### config.mk
export PLATFORM = sky130hd
export DESIGN_NAME = seg7_capture
export DESIGN_NICKNAME = d
export VERILOG_FILES = /design/src/rtl/seg7_pkg.sv /design/src/rtl/seg7_capture_decode.sv /design/src/rtl/seg7_capture.sv
export SDC_FILE = /design/constraint.sdc
export NUM_CORES = 1
export LEC_CHECK = 0
export BUFFER_PORTS_ARGS = -buffer_cell sky130_fd_sc_hd__buf_4
export CAP_MARGIN = 10
export CORE_MARGIN = 2
export CORE_UTILIZATION = 55
export CTS_CLUSTER_DIAMETER = 100
export DETAILED_ROUTE_END_ITERATION = 12
export GPL_TIMING_DRIVEN = 0
export PLACE_DENSITY = 0.85
export SLEW_MARGIN = 20
export SYNTH_ARGS = -nofsm -noshare
export SYNTH_HDL_FRONTEND = slang
export SYNTH_SLANG_ARGS = --single-unit
### constraint.sdc
create_clock -name clk_i -period 4.4 [get_ports clk_i]
set_clock_uncertainty 0.1 [all_clocks]
set_input_delay 0.88 -clock clk_i [delete_from_list [all_inputs] [get_ports clk_i]]
set_output_delay 0.88 -clock clk_i [all_outputs]
set_load 0.05 [all_outputs]
### src/rtl/seg7_pkg.sv
// Shared constants for the 8-digit, 7-segment display path: bus widths,
// active-low glyph patterns {g,f,e,d,c,b,a} and the capture FSM state type.
package seg7_pkg;

    localparam int AN_NUM   = 8;
    localparam int CATH_NUM = 7;

    localparam logic [CATH_NUM-1:0] GLYPH_0     = 7'b1000000;
    localparam logic [CATH_NUM-1:0] GLYPH_1     = 7'b1111001;
    localparam logic [CATH_NUM-1:0] GLYPH_2     = 7'b0100100;
    localparam logic [CATH_NUM-1:0] GLYPH_3     = 7'b0110000;
    localparam logic [CATH_NUM-1:0] GLYPH_4     = 7'b0011001;
    localparam logic [CATH_NUM-1:0] GLYPH_5     = 7'b0010010;
    localparam logic [CATH_NUM-1:0] GLYPH_6     = 7'b0000010;
    localparam logic [CATH_NUM-1:0] GLYPH_7     = 7'b1111000;
    localparam logic [CATH_NUM-1:0] GLYPH_8     = 7'b0000000;
    localparam logic [CATH_NUM-1:0] GLYPH_9     = 7'b0010000;
    localparam logic [CATH_NUM-1:0] GLYPH_A     = 7'b0001000;
    localparam logic [CATH_NUM-1:0] GLYPH_B     = 7'b0000011;
    localparam logic [CATH_NUM-1:0] GLYPH_C     = 7'b1000110;
    localparam logic [CATH_NUM-1:0] GLYPH_D     = 7'b0100001;
    localparam logic [CATH_NUM-1:0] GLYPH_E     = 7'b0000110;
    localparam logic [CATH_NUM-1:0] GLYPH_F     = 7'b0001110;
    localparam logic [CATH_NUM-1:0] GLYPH_BLANK = 7'b1111111;

    typedef enum logic [1:0] {
        ST_IDLE,
        ST_SETTLE,
        ST_HOLD
    } seg7_cap_state_t;

    // Forward mapping used by the display driver side of the path.
    function automatic logic [CATH_NUM-1:0] seg7_glyph(input logic [3:0] nibble);
        logic [CATH_NUM-1:0] pattern;
        case (nibble)
            4'h0:    pattern = GLYPH_0;
            4'h1:    pattern = GLYPH_1;
            4'h2:    pattern = GLYPH_2;
            4'h3:    pattern = GLYPH_3;
            4'h4:    pattern = GLYPH_4;
            4'h5:    pattern = GLYPH_5;
            4'h6:    pattern = GLYPH_6;
            4'h7:    pattern = GLYPH_7;
            4'h8:    pattern = GLYPH_8;
            4'h9:    pattern = GLYPH_9;
            4'hA:    pattern = GLYPH_A;
            4'hB:    pattern = GLYPH_B;
            4'hC:    pattern = GLYPH_C;
            4'hD:    pattern = GLYPH_D;
            4'hE:    pattern = GLYPH_E;
            default: pattern = GLYPH_F;
        endcase
        return pattern;
    endfunction

endpackage

### src/rtl/seg7_capture_decode.sv
// Combinational reverse glyph lookup: active-low cathode pattern to hex nibble,
// with flags for a legal hex glyph and for an all-off (blank) digit.
module seg7_glyph_decode
    import seg7_pkg::*;
(
    input  logic [CATH_NUM-1:0] cath_i,
    output logic [3:0]          nibble_o,
    output logic                valid_o,
    output logic                blank_o
);

    always_comb begin
        nibble_o = 4'h0;
        valid_o  = 1'b1;
        blank_o  = 1'b0;
        case (cath_i)
            GLYPH_0:     nibble_o = 4'h0;
            GLYPH_1:     nibble_o = 4'h1;
            GLYPH_2:     nibble_o = 4'h2;
            GLYPH_3:     nibble_o = 4'h3;
            GLYPH_4:     nibble_o = 4'h4;
            GLYPH_5:     nibble_o = 4'h5;
            GLYPH_6:     nibble_o = 4'h6;
            GLYPH_7:     nibble_o = 4'h7;
            GLYPH_8:     nibble_o = 4'h8;
            GLYPH_9:     nibble_o = 4'h9;
            GLYPH_A:     nibble_o = 4'hA;
            GLYPH_B:     nibble_o = 4'hB;
            GLYPH_C:     nibble_o = 4'hC;
            GLYPH_D:     nibble_o = 4'hD;
            GLYPH_E:     nibble_o = 4'hE;
            GLYPH_F:     nibble_o = 4'hF;
            GLYPH_BLANK: begin
                valid_o = 1'b0;
                blank_o = 1'b1;
            end
            default:     valid_o = 1'b0;
        endcase
    end

endmodule

### src/rtl/seg7_capture.sv
// Display-bus monitor: synchronizes the anode/cathode pins, waits for each
// combination to settle, decodes the glyph and rebuilds the shown 32-bit value.
module seg7_capture
    import seg7_pkg::*;
#(
    parameter int unsigned SETTLE_CYC = 4
)
(
    input  logic                clk_i,
    input  logic                rst,
    input  logic [AN_NUM-1:0]   an_i,
    input  logic [CATH_NUM-1:0] cath_i,
    output logic [4*AN_NUM-1:0] num_o,
    output logic [AN_NUM-1:0]   digit_valid_o,
    output logic [AN_NUM-1:0]   blank_o,
    output logic [AN_NUM-1:0]   bad_o,
    output logic                frame_o,
    output logic                err_o
);

    localparam logic [7:0] SETTLE_MAX = SETTLE_CYC[7:0];
    localparam logic [7:0] SETTLE_M1  = SETTLE_MAX - 8'd1;

    logic [AN_NUM-1:0]   anMeta_q,   anSync_q,   anPrev_q;
    logic [CATH_NUM-1:0] cathMeta_q, cathSync_q, cathPrev_q;
    logic [7:0]          stab_q,     stab_d;
    seg7_cap_state_t     state_q,    state_d;
    logic [4*AN_NUM-1:0] num_q,      num_d;
    logic [AN_NUM-1:0]   valid_q,    valid_d;
    logic [AN_NUM-1:0]   blank_q,    blank_d;
    logic [AN_NUM-1:0]   bad_q,      bad_d;
    logic [AN_NUM-1:0]   seen_q,     seen_d;
    logic                frame_q,    frame_d;
    logic                err_q,      err_d;

    logic                inputChanged;
    logic                settled;
    logic [AN_NUM-1:0]   anActive;
    logic                anOneHot;
    logic                anMulti;
    logic [2:0]          digitIdx;
    logic                doCapture;
    logic [AN_NUM-1:0]   seenNext;
    logic [3:0]          decNibble;
    logic                decValid;
    logic                decBlank;

    seg7_glyph_decode u_decode (
        .cath_i   (cathSync_q),
        .nibble_o (decNibble),
        .valid_o  (decValid),
        .blank_o  (decBlank)
    );

    // Synchronizers and the previous-sample copy reset to the idle bus so
    // that leaving reset never looks like an input change.
    always_ff @(posedge clk_i or posedge rst) begin
        if (rst) begin
            anMeta_q   <= '1;
            anSync_q   <= '1;
            anPrev_q   <= '1;
            cathMeta_q <= '1;
            cathSync_q <= '1;
            cathPrev_q <= '1;
            stab_q     <= '0;
        end else begin
            anMeta_q   <= an_i;
            anSync_q   <= anMeta_q;
            anPrev_q   <= anSync_q;
            cathMeta_q <= cath_i;
            cathSync_q <= cathMeta_q;
            cathPrev_q <= cathSync_q;
            stab_q     <= stab_d;
        end
    end

    assign inputChanged = (anSync_q != anPrev_q) || (cathSync_q != cathPrev_q);
    assign stab_d       = inputChanged ? 8'd0 :
                          (stab_q >= SETTLE_MAX) ? SETTLE_MAX : stab_q + 8'd1;
    // Settled means the counter reaches SETTLE_CYC on this edge, so the
    // capture registers load together with the counter hitting its limit.
    assign settled      = !inputChanged && (stab_q >= SETTLE_M1);

    assign anActive = ~anSync_q;
    assign anOneHot = (anActive != '0) && ((anActive & (anActive - 8'd1)) == '0);
    assign anMulti  = (anActive != '0) && !anOneHot;

    always_comb begin
        digitIdx = 3'd0;
        for (int i = 0; i < AN_NUM; i++) begin
            if (anActive[i]) digitIdx = 3'(i);
        end
    end

    always_comb begin
        state_d   = state_q;
        doCapture = 1'b0;
        err_d     = 1'b0;
        case (state_q)
            ST_IDLE: begin
                if (anOneHot) state_d = ST_SETTLE;
            end
            ST_SETTLE: begin
                if (settled) begin
                    if (anOneHot) begin
                        doCapture = 1'b1;
                        state_d   = ST_HOLD;
                    end else begin
                        err_d   = anMulti;
                        state_d = ST_IDLE;
                    end
                end
            end
            ST_HOLD: begin
                if (inputChanged) state_d = ST_SETTLE;
            end
            default: state_d = ST_IDLE;
        endcase
    end

    // Capture and frame bookkeeping; the completing digit is folded into
    // seen before the all-ones test so it belongs to the frame it closes.
    always_comb begin
        num_d    = num_q;
        valid_d  = valid_q;
        blank_d  = blank_q;
        bad_d    = bad_q;
        seen_d   = seen_q;
        seenNext = seen_q;
        frame_d  = 1'b0;
        if (doCapture) begin
            seenNext = seen_q | (8'd1 << digitIdx);
            valid_d[digitIdx] = decValid;
            blank_d[digitIdx] = decBlank;
            bad_d[digitIdx]   = !decValid && !decBlank;
            if (decValid) num_d[{digitIdx, 2'b00} +: 4] = decNibble;
            if (seenNext == '1) begin
                frame_d = 1'b1;
                seen_d  = '0;
            end else begin
                seen_d  = seenNext;
            end
        end
    end

    always_ff @(posedge clk_i or posedge rst) begin
        if (rst) begin
            state_q <= ST_IDLE;
            num_q   <= '0;
            valid_q <= '0;
            blank_q <= '0;
            bad_q   <= '0;
            seen_q  <= '0;
            frame_q <= 1'b0;
            err_q   <= 1'b0;
        end else begin
            state_q <= state_d;
            num_q   <= num_d;
            valid_q <= valid_d;
            blank_q <= blank_d;
            bad_q   <= bad_d;
            seen_q  <= seen_d;
            frame_q <= frame_d;
            err_q   <= err_d;
        end
    end

    assign num_o         = num_q;
    assign digit_valid_o = valid_q;
    assign blank_o       = blank_q;
    assign bad_o         = bad_q;
    assign frame_o       = frame_q;
    assign err_o         = err_q;

endmodule

== Word-level counts from Yosys, hierarchy flattened ==
Cells that the tools add are included.

* Register bits: 121
* Input bits: 17
* Output and inout port bits: 58

* $add $sub $neg: 3
* $lt $le $gt $ge: 4
* Equal/unequal tests: 24
* Shifts and indexed selects: 3
* Mux-type cells: 32
* Bitwise gates (word level): 3
* Reductions and logical operators: 17

{| class="wikitable"
|+ Operators with widths
! cell !! number
|-
| 4-bit one-hot mux with 15 select lines || 1
|-
| 7-bit equality test, second input constant || 5
|-
| 32-bit bitwise mux || 1
|-
| 4-bit by 7-bit variable shift with 32-bit output, first input constant || 1
|-
| 4-bit by 7-bit indexed part select with 32-bit output || 1
|-
| 8-bit bitwise mux || 3
|-
| 8-bit two-way mux || 3
|-
| 7-bit by 5-bit equality test with 1-bit output, second input constant || 3
|-
| 7-bit by 6-bit equality test with 1-bit output, second input constant || 3
|-
| 3-bit two-way mux || 6
|-
| 16-bit OR reduction || 1
|-
| 7-bit by 2-bit equality test with 1-bit output, second input constant || 2
|-
| 7-bit by 4-bit equality test with 1-bit output, second input constant || 2
|-
| 1-bit two-way mux || 12
|-
| 8-bit by 1-bit adder with 8-bit output, second input constant || 1
|-
| 8-bit AND || 1
|-
| 8-bit equality test, second input constant || 1
|-
| 8-bit by 2-bit greater-or-equal comparator with 1-bit output, second input constant || 1
|-
| 8-bit by 3-bit greater-or-equal comparator with 1-bit output, second input constant || 1
|-
| 8-bit logical NOT || 1
|-
| 2-bit two-way mux || 4
|-
| 8-bit != test || 1
|-
| 8-bit NOT || 1
|-
| 8-bit OR || 1
|-
| 20 further kinds || 29
|}

== Longest topological paths before layout ==
Gate-level depths: netlist of run 1.

* Word-level depth: 13
* Gate-level depth with buffers: 11
* Depth with buffers taken out: 11

== Cells and area by module ==
Synthesis of run 1 repeated with hierarchy kept, for this count alone.

* Cell total of the unflattened synthesis: 401
* Area total of the unflattened synthesis: 5228.8 µm²

{| class="wikitable"
|+ Modules (own cells, without submodules)
! module !! instances !! cells an instance !! area an instance (µm²)
|-
| seg7_capture || 1 || 342 || 4847.1
|-
| seg7_glyph_decode || 1 || 59 || 381.6
|}

== Worst setup path before layout of run 1 ==
OpenSTA, ideal clock, no wires.

* Path kind: register to register
* Start: reg cathSync_q[6]
* End: reg bad_q[3], in the netlist bad_o[3]
* Setup time: 128 ps
* Arrival time: 2610 ps
* Data required time: 4172 ps
* Setup slack: 1562 ps
* Stages on the path, launching flop included: 9
* Path buffers: 2
* Clock period less this slack: 2838 ps
* Cell sequence: dfstp_2 -> clkbuf_1 -> xor2_1 -> nor4_4 -> nand3_2 -> or4_1 -> buf_6 -> or3_4 -> mux2_1

* Longest elaborated chain between the ends: 6
* Elaborated cells between the ends (all ways): 30
* Those cells by class: eq/ne (17); mux (5); reduce/logical (8)

{| class="wikitable"
|+ RTL lines
! element !! line !! source
|-
| start, declared || seg7_capture.sv:25 || <nowiki>logic [CATH_NUM-1:0] cathMeta_q, cathSync_q, cathPrev_q;</nowiki>
|-
| start signal, assigned || seg7_capture.sv:71 || <nowiki>cathSync_q <= cathMeta_q;</nowiki>
|-
| 7-bit equality test, or another cell as far along || seg7_capture_decode.sv:16 || <nowiki>case (cath_i)</nowiki>
|-
| 16-bit OR reduction (no line) / 1-bit logical OR (equally long branches) || - ||
|-
| 1-bit two-way mux / 1-bit logical NOT (equally long branches) || seg7_capture_decode.sv:16, seg7_capture.sv:82 ||
|-
| 1-bit logical NOT / 1-bit logical AND (equally long branches) || seg7_capture.sv:135, seg7_capture.sv:82 ||
|-
| 1-bit logical AND / 1-bit two-way mux (equally long branches) || seg7_capture.sv:135, seg7_capture.sv:104 ||
|-
| 8-bit bitwise mux / 1-bit two-way mux (equally long branches) || seg7_capture.sv:135, seg7_capture.sv:99 ||
|-
| end signal, assigned || seg7_capture.sv:152 || <nowiki>bad_q <= '0;</nowiki>
|-
| end signal, assigned || seg7_capture.sv:161 || <nowiki>bad_q <= bad_d;</nowiki>
|-
| end, declared || seg7_capture.sv:31 || <nowiki>logic [AN_NUM-1:0] bad_q, bad_d;</nowiki>
|}

Several ways; a longest one is shown, not always the timed one.
A chain may end at the register's enable or synchronous reset.

== Worst setup path after layout of run 1 ==
* Start: reg cathSync_q[6]
* End: reg num_q[5], in the netlist num_o[5]

* Longest elaborated chain between the ends: 7
* Elaborated cells between the ends (all ways): 28
* Those cells by class: eq/ne (16); shift (1); mux (5); reduce/logical (6)

{| class="wikitable"
|+ RTL lines
! element !! line !! source
|-
| parallel branches: the longest is 7 deep, another holds 4-bit by 7-bit indexed part select with 32-bit output || - ||
|-
| end signal, assigned || seg7_capture.sv:158 || <nowiki>num_q <= num_d;</nowiki>
|-
| end, declared || seg7_capture.sv:28 || <nowiki>logic [4*AN_NUM-1:0] num_q, num_d;</nowiki>
|}

Several ways; the timed one is not identified.

==> results.txt, run 1 <==
Fin crit period: 3.48 ns
CP Launch Type: flip-flop
Reg2reg start: cathSync_q[6]
Max H-tree Level: 4
Clk sinks: 121
Yosys reg bits: 121
Hold Vio Cnt, Final: 0
CP top delay family: simple AND/OR/NAND/NOR gates
Largest area contributor in the netlist: dfrtp_1
Most frequent cells in the layout: dfrtp_1 (76), buf_4 (74), mux2_2 (47)
Max incr delay on CP: 0.63 ns
Tightest Hold Check Type: flip-flop to flip-flop
Psw: 0.637 mW
Crit path launch: cathSync_q[6]
PnR worst setup slack: 0.923 ns
Cell row count: 35
Max-cap viol count: 0
Post-DRT Antenna Nets: 0
WP buf/inv: 2
WS Path Type: flip-flop to flip-flop
Largest net degree at the start of global routing: 81
Critical-path cell list: clkbuf_1 > nor4_1 > mux2i_1 > nor3_1 > nor3_1 > nand4_1 > buf_2 > nand4_1 > mux2_2
Post_cts resized: 0
Mapped Area: 0.00515 mm^2
Yosys top cell area share: 36.9%
Synth Flop Type: dfrtp_1
GRT Util Overall: 22.9%
Top cells by area, synth: dfrtp_1 (37%), dfstp_2 (23%), mux2_2 (10%)
Status: complete, no violations
CTS tree: yes
Fraction of the yosys area taken by sequential cells: 59.9%
Crit path DAT: 3.77 ns
Post-synth EDFFs: 0
Max VDD drop: 0.353 mV
Gpl congestion: 0.901
Synth cell types: 59
Fillers: 605
Starting Density: 56.3%
First-pass GRT wire length: 17,700 um
Die height: 101 um
Wirelength per Cell: 17.3 um
Drt drc: 0
GR Overflow Total: 0
Synthesized instance count: 389
Hold path start: cathMeta_q[1]
Die Width: 101 um
Cts hold-fix bufs: 0
Initial antenna violation count: 0
Pre-Repair DR Iteration Count: 4
Leak: 3.09 nW
PwrDens: 415 mW/mm^2
RSZ-0062 raised after global routing: no
Violation count after the first detailed-route iteration: 161
Final setup viols: 0
HPWL Detailed: 7150 um
Share of cells above drive strength 1: 46.2%
Reg power frac: 43.7%
CP Depth: 9
Hold Path Stages: 0
Vias in the first global route: 3,684
Total core area: 0.00915 mm^2
Final WL: 10,600 um
CP max-delay cell: nor3_1
Fin crit share: 79.0%
Leading cell type in the layout, fill and taps excluded: dfrtp_1
Worst Path Max Fanout: 10
Later-pin clock latency in the skew report: 0.52 ns
Syn. warnings: 0
Inst Count DP: 579
Clock power frac: 51.4%
PortBufs: 74
Vias per std cell: 5.66
Int Pwr: 2.05 mW
Sw Ratio: 23.7%
Dpl ws: 0.965 ns
Final net count: 512
Final Max Tran Viols: 0
Fmax: 0.288 GHz
Post-Syn Area per Cell: 13.2 um^2
Combinational power share: 5.0%
Worst-margin pin slew: 0.834 ns
R2R depth: 9
TritonCTS Buffers: 17
Ys async rst share: 100%
# diodes: 0
Final std cells w/o fill: 611
Max Root-Sink Buffers: 2
Via count: 3,459
Final Util: 70.9%
CTS Root Cell: clkbuf_8
Die area: 0.0102 mm^2
P&R area growth vs syn: 25.9%
CP required: 4.70 ns
Post-CTS setup buffers: 0
Clock-pin slew on the worst setup and hold paths: 0.06 ns
Io pins: 75
Critical path endpoint category: flip-flop
Worst slew margin: 43.9%
[registers in the layout, indices dropped and copies added (netlist names)]
register	flops
anSync_q	8
digit_valid_o	8
stab_q	8
cathPrev_q	7
frame_o	1
cathSync_q	7
cathMeta_q	7
state_q	2
anPrev_q	8
err_o	1
blank_o	8
bad_o	8
anMeta_q	8
num_o	32
seen_q	8
[layout make-up]
cell class / instances / area [um^2] / share of cell area, %
plain buffers: 15 / 93.8 / 1.45
clock buffers: 18 / 439 / 6.77
clock inverters: 14 / 154 / 2.37
inverters: 18 / 72.6 / 1.12
multi-input cells: 239 / 1920 / 29.6
flip-flops and latches: 121 / 3080 / 47.6
well taps: 111 / 139 / 2.14
repair buffers: 75 / 583 / 8.99
[synthesized netlist by cell type (all sizes together), types with 2 or more instances]
cell / n
nand4: 10
xor2: 11
nor4: 13
nand3b: 3
dfstp: 45
or4: 2
nand4b: 2
nand2: 11
o21ai: 8
o21a: 3
xnor2: 6
clkbuf: 5
a31oi: 9
nand2b: 4
and3: 2
mux2i: 8
nor4b: 2
inv: 18
and4: 4
nand3: 8
dfrtp: 76
nor3: 8
ha: 8
nor2: 31
nor3b: 3
mux2: 50
nor2b: 3
or3: 3
buf: 10
a21oi: 7
[cell families after synthesis]
| logic type | synth area share, % |
|---|---|
| mux | 12.6 |
| buf+inv | 3.13 |
| flops | 59.9 |
| compound gates | 5.30 |
| simple gates | 13.9 |
| xor+xnor | 3.18 |
| fa+ha+maj | 1.94 |
| other cells | 0.0728 |
[per-stage QoR]
stage	area [um^2]	TNS, ns	power (mW)	hold slack [ns]
after global routing	6490	0	2.79	0.252
after global placement	5860	-57.48	1.31	0.246
after detailed placement	5890	0	1.32	0.247
after floorplan	5170	0	1.28	0.245
after CTS	6490	0	2.72	0.249
final	6490	0	2.69	0.249
[layer usage]
| metal | up-vias | routed length [um] | share of wire (%) | GRT usage, % |
|---|---|---|---|---|
| met2 | 115 | 5290 | 50 | 36.3 |
| met3 | 22 | 550 | 5.2 | 6.66 |
| li1 | 1577 | - | - | - |
| met4 | 0 | 195 | 1.8 | 10.4 |
| met5 | - | 0 | 0 | 0 |
| met1 | 1745 | 4530 | 43 | 29.2 |
[path summary, 6_finish.rpt]
kind	slack (ns)	end
min in group asynchronous	0.26	blank_o[5]
worst max register to register	0.92	num_o[5]
worst min register to register	0.25	cathSync_q[1]
worst max-delay path	0.92	num_o[5]
max in group asynchronous	3.23	num_o[24]
worst min-delay path	0.25	cathSync_q[1]
[power groups by stage]
stage	Clock (mW)	Combinational (mW)	Sequential, mW
global placement	0	0.124	1.19
detailed placement	0	0.133	1.19
CTS	1.41	0.134	1.17
global route	1.46	0.150	1.18
finish	1.38	0.133	1.17
floorplan	0	0.0934	1.19
Power figures use the tool's default switching activity.
==> run 2, diff against run 1 <==
--- a/config.mk
+++ b/config.mk
@@ -8,11 +8,11 @@
 export BUFFER_PORTS_ARGS = -buffer_cell sky130_fd_sc_hd__buf_4
 export CAP_MARGIN = 10
 export CORE_MARGIN = 2
-export CORE_UTILIZATION = 55
+export CORE_UTILIZATION = 51
 export CTS_CLUSTER_DIAMETER = 100
 export DETAILED_ROUTE_END_ITERATION = 12
 export GPL_TIMING_DRIVEN = 0
-export PLACE_DENSITY = 0.85
+export PLACE_DENSITY = 0.83
 export SLEW_MARGIN = 20
 export SYNTH_ARGS = -nofsm -noshare
 export SYNTH_HDL_FRONTEND = slang
==> constraint.sdc (replaced) <==
create_clock -name clk_i -period 3.1 [get_ports clk_i]
set_clock_uncertainty 0.1 [all_clocks]
set_input_delay 0.62 -clock clk_i [delete_from_list [all_inputs] [get_ports clk_i]]
set_output_delay 0.62 -clock clk_i [all_outputs]
set_load 0.05 [all_outputs]
==> results.txt, run 2 (synthesis gave the netlist of run 1 again) <==
Top layer in use: met4
Io pins: 75
Worst Path Max Fanout: 8
Max H-tree Level: 4
Tightest Hold Check Type: primary input to async pin
Via count: 3,553
Violation count after the first detailed-route iteration: 171
Leak: 3.24 nW
CP Launch Type: flip-flop
Total core area: 0.00977 mm^2
Cell row count: 36
Fin crit share: 99.4%
Drt drc: 0
Max-cap viol count: 0
Setup TNS: 0 ns
Leading cell type in the layout, fill and taps excluded: buf_4
CTS Root Cell: clkbuf_8
# diodes: 0
HPWL Detailed: 7080 um
Met2 Routed Length: 5830 um
Die Width: 105 um
Max Root-Sink Buffers: 2
Cts hold-fix bufs: 0
Vias per std cell: 5.43
Worst-margin pin slew: 0.772 ns
Die area: 0.0109 mm^2
Final Max Tran Viols: 0
Share of cells above drive strength 1: 50.9%
Hold Vio Cnt, Final: 0
CTS tree: yes
Starting Density: 52.7%
First-pass GRT wire length: 17,600 um
WL met3: 605 um
Die height: 105 um
Max VDD drop: 0.364 mV
Status: complete, no violations
Initial antenna violation count: 0
CP required: 3.41 ns
Final net count: 533
Fin crit period: 3.08 ns
RSZ-0062 raised after global routing: yes
Fmax: 0.324 GHz
GRT Util Overall: 20.4%
Wirelength per Cell: 17.2 um
Final Util: 69.4%
GR Overflow Total: 0
Vias in the first global route: 3,551
PwrDens: 531 mW/mm^2
Inst Count DP: 603
TritonCTS Buffers: 17
Gpl congestion: 0.874
Final std cells w/o fill: 654
PortBufs: 74
Final WL: 11,300 um
Critical path endpoint category: flip-flop
P&R area growth vs syn: 31.7%
Post-DRT Antenna Nets: 0
Final setup viols: 0
Crit path DAT: 3.39 ns
Clock-pin slew on the worst setup and hold paths: 0.06 ns
Later-pin clock latency in the skew report: 0.52 ns
Clk sinks: 121
Worst slew margin: 48.0%
WS Path Type: flip-flop to flip-flop
Most frequent cells in the layout: buf_4 (93), dfrtp_1 (76), dfstp_2 (45)
Pre-Repair DR Iteration Count: 4
WL met1: 4640 um
Largest net degree at the start of global routing: 38
Largest register FFs: 32
Tot Pwr: 3.60 mW
R2r setup slk: 0.02 ns
## run 2: changes by cell type in the layout (fill, tap and decap cells not counted), sizes merged
cell      change
inv           -2
bufinv        -2
clkinv        +2
clkinvlp      +2
buf          +21
## run 2: routing by layer
metal | global-route usage, % | up-vias
met2 | 34.8 | 135
met4 | 5.89 | 0
met5 | 0 | -
met1 | 25.6 | 1779
li1 | - | 1619
met3 | 5.45 | 20
## run 2: critical path: stages (launching register included)
cell and delay [ns]:
dfstp_2 0.53, buf_4 0.16, nand4_1 0.23, buf_6 0.22, inv_4 0.10, a311oi_4 0.15
or4_4 0.61, clkbuf_16 0.19, nor3b_4 0.19, buf_4 0.19, mux2_4 0.30
## run 2: layout make-up
type / instances / area, um^2
clock inverter: 14 / 97.6
timing repair buffer: 97 / 791
inverter: 18 / 73.8
multi-input combinational: 239 / 2050
fill: 654 / 2990
buffer: 14 / 110
clock buffer: 18 / 418
tap: 133 / 166
sequential: 121 / 3080
## run 2: timing repair
item | in CTS | in global routing
gates resized for setup | 6 | 33
setup endpoints to repair | 49 | 58
pin swaps | 3 | 12
gates cloned | 0 | 1
setup buffers | 1 | 18
hold endpoints to repair | 0 | 0
## run 2: worst paths after layout
| check | endpoint | startpoint | depth (start not counted) |
|---|---|---|---|
| hold / removal | digit_valid_o[4] | rst | 2 |
| min in group clk_i | anMeta_q[0] | an_i[0] | 1 |
| setup reg to reg | num_o[31] | anSync_q[7] | 10 |
| hold reg to reg | cathSync_q[6] | cathMeta_q[6] | 0 |
| setup / recovery | num_o[31] | anSync_q[7] | 10 |
| max in group asynchronous | anPrev_q[3] | rst | 4 |
## run 2: per-stage QoR
stage | cell area, um^2 | setup slack [ns] | hold WS, ns
2_1_floorplan | 5170 | 0.262 | 0.245
3_3_place_gp | 5890 | -0.407 | 0.246
3_5_place_dp | 5950 | -0.520 | 0.247
4_1_cts | 6500 | -0.0490 | 0.0384
5_1_grt | 6790 | -0.0839 | 0.0651
6_report | 6790 | 0.0178 | 0.0390
## run 2: power breakdown
part           total (mW)  internal, mW  switching (mW)
Combinational       0.213        0.0824           0.131
Clock                1.72         0.984           0.738
Sequential           1.67          1.64          0.0275
Total                3.60          2.71           0.896
